==> config.mk <==
export PLATFORM = sky130hd
export DESIGN_NAME = fifo_rd_stream
export DESIGN_NICKNAME = d
export VERILOG_FILES = /design/src/rtl/fifo_rd_stream.sv
export SDC_FILE = /design/constraint.sdc
export NUM_CORES = 1
export LEC_CHECK = 0
export CORE_MARGIN = 8
export CORE_UTILIZATION = 35
export CTS_CLUSTER_SIZE = 30
export DETAILED_ROUTE_END_ITERATION = 12
export SYNTH_ARGS = -nofsm -noshare
export SYNTH_HDL_FRONTEND = slang
export SYNTH_SLANG_ARGS = --single-unit
==> constraint.sdc <==
create_clock -name rdclk -period 2.2 [get_ports rdclk]
set_clock_uncertainty 0.15 [all_clocks]
set_input_delay 0.44 -clock rdclk [delete_from_list [all_inputs] [get_ports rdclk]]
set_output_delay 0.44 -clock rdclk [all_outputs]
set_load 0.01 [all_outputs]
==> src/rtl/fifo_rd_stream.sv <==
// Read-side drain engine: pops the FIFO under a credit rule, tracks reads in flight
// across the RAM read latency and re-times returned words into a valid/ready stream.
module fifo_rd_stream #(
    parameter int WIDTH    = 8,
    parameter int RDLAT    = 1,
    parameter int BUFDEPTH = 4,
    parameter int CNTWIDTH = 16
) (
    input  logic                      rdclk,
    input  logic                      reset,
    output logic                      fifo_rd,
    input  logic                      fifo_empty,
    input  logic [WIDTH-1:0]          fifo_dataout,
    output logic                      m_valid,
    input  logic                      m_ready,
    output logic [WIDTH-1:0]          m_data,
    input  logic                      flush,
    output logic [$clog2(BUFDEPTH):0] level,
    output logic [CNTWIDTH-1:0]       xfer_count
);
    localparam int PW = $clog2(BUFDEPTH);
    localparam int LW = PW + 1;
    localparam int CW = LW + 1;
    localparam logic [CW-1:0] DEPTH_C = CW'(BUFDEPTH);
    localparam logic [LW-1:0] FULL_C  = LW'(BUFDEPTH);

    logic [WIDTH-1:0]    mem_q [BUFDEPTH];
    logic [WIDTH-1:0]    mem_d [BUFDEPTH];
    logic [PW-1:0]       wr_ptr_q, wr_ptr_d;
    logic [PW-1:0]       rd_ptr_q, rd_ptr_d;
    logic [LW-1:0]       level_q, level_d;
    logic [RDLAT-1:0]    inflight_q, inflight_d;
    logic [RDLAT-1:0]    keep_q, keep_d;
    logic [CNTWIDTH-1:0] xfer_q, xfer_d;
    logic [CW-1:0]       inflight_cnt;
    logic                push;
    logic                pop;

    always_comb begin
        inflight_cnt = '0;
        for (int i = 0; i < RDLAT; i++) begin
            inflight_cnt = inflight_cnt + CW'(inflight_q[i]);
        end
    end

    // Credit counts every outstanding read, so the buffer can never overflow.
    assign fifo_rd    = reset && !fifo_empty &&
                        (flush || ((CW'(level_q) + inflight_cnt) < DEPTH_C));
    assign m_valid    = (level_q != '0);
    assign m_data     = mem_q[rd_ptr_q];
    assign level      = level_q;
    assign xfer_count = xfer_q;
    assign push       = inflight_q[RDLAT-1] && keep_q[RDLAT-1] && !flush;
    assign pop        = m_valid && m_ready;

    always_comb begin
        mem_d         = mem_q;
        wr_ptr_d      = wr_ptr_q;
        rd_ptr_d      = rd_ptr_q;
        level_d       = level_q;
        xfer_d        = pop ? xfer_q + CNTWIDTH'(1) : xfer_q;
        inflight_d    = '0;
        keep_d        = '0;
        inflight_d[0] = fifo_rd;
        keep_d[0]     = !flush;
        for (int i = 1; i < RDLAT; i++) begin
            inflight_d[i] = inflight_q[i-1];
            keep_d[i]     = keep_q[i-1] && !flush;
        end
        if (flush) begin
            level_d  = '0;
            wr_ptr_d = '0;
            rd_ptr_d = '0;
        end else begin
            if (push) begin
                mem_d[wr_ptr_q] = fifo_dataout;
                wr_ptr_d        = wr_ptr_q + PW'(1);
            end
            if (pop) begin
                rd_ptr_d = rd_ptr_q + PW'(1);
            end
            case ({push, pop})
                2'b10:   level_d = level_q + LW'(1);
                2'b01:   level_d = level_q - LW'(1);
                default: level_d = level_q;
            endcase
        end
    end

    always_ff @(posedge rdclk) begin
        if (!reset) begin
            for (int i = 0; i < BUFDEPTH; i++) begin
                mem_q[i] <= '0;
            end
            wr_ptr_q   <= '0;
            rd_ptr_q   <= '0;
            level_q    <= '0;
            inflight_q <= '0;
            keep_q     <= '0;
            xfer_q     <= '0;
        end else begin
            mem_q      <= mem_d;
            wr_ptr_q   <= wr_ptr_d;
            rd_ptr_q   <= rd_ptr_d;
            level_q    <= level_d;
            inflight_q <= inflight_d;
            keep_q     <= keep_d;
            xfer_q     <= xfer_d;
        end
    end

    always_ff @(posedge rdclk) begin
        if (reset && push) begin
            assert (level_q != FULL_C);
        end
    end
endmodule

==> impl_metrics.tcl <==
set metrics [dict create \
    status "completed" \
    synth_compound_area_share_pct 11.2 \
    cts_buffers 9 \
    worstRegToRegCells 7 \
    synth.area.top_cells "dfxtp_1 46%, nand2_1 11%, a21oi_1 8.5%" \
    synth_top_family_by_area "simple AND/OR/NAND/NOR gates" \
    slew_headroom_pct 65.3 \
    wl_per_cell_um 13.4 \
    start_kind "flip-flop" \
    drt-total-wl_mm 5.85 \
    grt_use_total_pct 12.8 \
    maxSlewViolCount 0 \
    synth_edf_count 0 \
    synthXorXnorAreaFrac_pct 4.59 \
    cap_violations 0 \
    ir_drop_uv 268 \
    antenna_found_initial 0 \
    rows 30 \
    initial_utilization_pct 36.3 \
    cp.arrival_ns 1.54 \
    clock_path_buffers 2 \
    grt_first_pass_wirelength_mm 10.2 \
    period_share_pct 96.7 \
    setup_viol 0 \
    drive_above_1_share_pct 14.4 \
    via_count 2056 \
    drc 0 \
    ys_warn_count 0 \
    yosys-top-cells-count "76 x nand2_1, 57 x dfxtp_1, 42 x a21oi_1, 16 x nor2_1, 10 x xor2_1" \
    antenna_cells 0 \
    period_minus_slack_ns 2.13 \
    yosysSeqAreaShare_pct 46.0 \
    gp_congestion 0.723 \
    hpwl_mm 4.10 \
    yosys.area.top_type "dfxtp_1" \
    ys_async_sr_fraction_pct 0 \
    final_cells 437 \
    clk_latency_ns 0.33 \
    dp.cells 420 \
    drtPass1Iterations 4 \
    grt_pass1_vias 2149 \
    p_leak_uw 0.00115 \
    ys.flop_type "dfxtp_1" \
    synthDominantCellAreaShare_pct 46.0 \
    hold_class "reg2reg" \
    numClockSinks 57 \
    yosys.area_share.simple_pct 23.0 \
    synth_area_per_cell_um2 8.68 \
    slowest_stage "mux4_2" \
    finalHoldViolCount 0 \
    drt_iter0_drc 76 \
    path_cells "buf_12 -> mux4_2 -> clkdlybuf4s15_1" \
    synth.net_count 306 \
    finalNetCount 356 \
    area_delta_synth_final_pct 30.5 \
    die_w_um 100 \
    critPathCapture "m_data[2]" \
    worst-path-max-fanout 7 \
    multi_input_area_um2 1260 \
    postCtsHoldBufs 0 \
    fmax_ghz 0.470 \
    die_height_um 100 \
    drt-vias-per-instance 4.70 \
    synthMuxAreaShare_pct 7.66 \
    worst_pin_slew_ns 0.521 \
    die-area_um2 10000 \
    worstSetupPathType "reg2out" \
    fill_cells 720 \
    ios 42 \
    crit_path_start "rd_ptr_q[0]" \
    clkSlewWorstSetupHoldPaths_ns 0.06 \
    tritoncts "built" \
    worst_slack_ns 0.0736 \
    rsz0062_at_grt "false" \
    final_antenna_net_count 0 \
    worstPathRequired_ns 1.61 \
    synth-seq-cells 57 \
    critPathMaxStageDelay_ns 0.49 \
    r2r_slack_ns 0.19 \
    cts_root_buf "clkbuf_8" \
    synth_area_um2 2480 \
    overflow 0 \
    portBuffers 41 \
    holdWs_ns 0.305 \
    ctsHtreeMaxLevel 3 \
    netlist_instances 286 \
    reg2reg_from "level[0]" \
    ys_types 32 \
    core_area_um2 6830 \
    seq_area_um2 1140 \
    synthAdderAreaFrac_pct 3.83 \
    synth_most_common_cell "nand2_1" \
    setup.worst_path.end_class "primary output" \
    dp_slack_ns -0.399 \
    grt_max_degree 50 \
    worstReg2RegEnd "level[2]" \
    power.density_nw_per_um2 634 \
]
[report_power, final]
| part | switching (µW) | internal [µW] | leakage, µW |
|---|---|---|---|
| Sequential | 3.62 | 1040 | 0.000461 |
| Clock | 388 | 551 | 0.0000974 |
| Combinational | 38.6 | 34.6 | 0.000593 |
[how the worst min path moves through the flow]
stage	cells past startpoint	startpoint	to
floorplan	2	mem_q[10]	mem_q[10]
global placement	2	mem_q[19]	mem_q[19]
detailed placement	2	mem_q[2]	mem_q[2]
CTS	2	mem_q[2]	mem_q[2]
global route	2	mem_q[24]	mem_q[24]
finish	2	mem_q[16]	mem_q[16]
[repair_timing]
action,CTS,global route
buffers inserted,0,1
gates resized for setup,16,13
endpoints found under the setup margin,11,7
pin swaps,1,3
[through the flow]
stage,utilization [%],setup TNS [ns],area (µm²),power (µW)
4_1_cts,47.4,0,3240,2080
2_1_floorplan,-,0,2480,1090
3_5_place_dp,44.6,-0.712,3050,1140
5_1_grt,47.4,0,3240,2140
6_report,47.4,0,3240,2050
3_3_place_gp,44.6,-0.623,3050,1140
[cells by family (layout without fill, tap and decap cells)]
family	after synthesis	in the layout
and+or+nand+nor	124	124
muxes	9	9
AOI/OAI and AO/OA	53	53
adders and majority gates	7	7
xor gates and xnor gates	13	13
buffers and inverters	23	78
DFF	57	57
[registers in the layout, summed over array words and instances (netlist names)]
| register | count |
|---|---|
| rd_ptr_q | 2 |
| mem_q | 32 |
| keep_q | 1 |
| level | 3 |
| xfer_count | 16 |
| wr_ptr_q | 2 |
| inflight_q | 1 |
[final cells by class]
class                   count  share of cell area (%)
well taps                  96                    3.71
flip-flops and latches     57                    35.3
clock inverters             3                    1.24
clock buffers              13                    4.60
repair buffers             53                    15.3
multi-input cells         206                    38.8
inverters                   9                    1.04
[layout by cell type (no fill, tap or decap), types with 3 or more instances in the layout]
cell	n
clkbuf_2	4
o21ai_0	7
ha_1	5
dfxtp_2	3
inv_1	8
clkbuf_8	10
mux4_2	8
nand3_1	5
a21oi_1	41
buf_4	11
clkbuf_1	3
xnor2_1	3
and2_1	5
clkdlybuf4s50_1	29
dlygate4sd2_1	3
clkdlybuf4s15_1	3
or3_1	8
nor2_1	16
xor2_1	10
nand2_1	76
dfxtp_1	54
[layer usage]
metal | share of wire [%] | routed length, µm | track usage [%] | vias to the layer above
met1 | 46 | 2710 | 14.9 | 943
met5 | 0 | 0 | 0 | -
met4 | 1.4 | 81 | 4.19 | 0
met3 | 4.7 | 277 | 4.84 | 5
li1 | - | - | - | 1071
met2 | 47 | 2780 | 21.1 | 37
[worst max-delay path: cells and delay by family (launching register included)]
kind                   cells  cell delay, ns
multiplexers               1            0.49
buffers and inverters      2            0.39
flip-flops                 1            0.35
No activity file was read; power rests on OpenSTA's default activity.
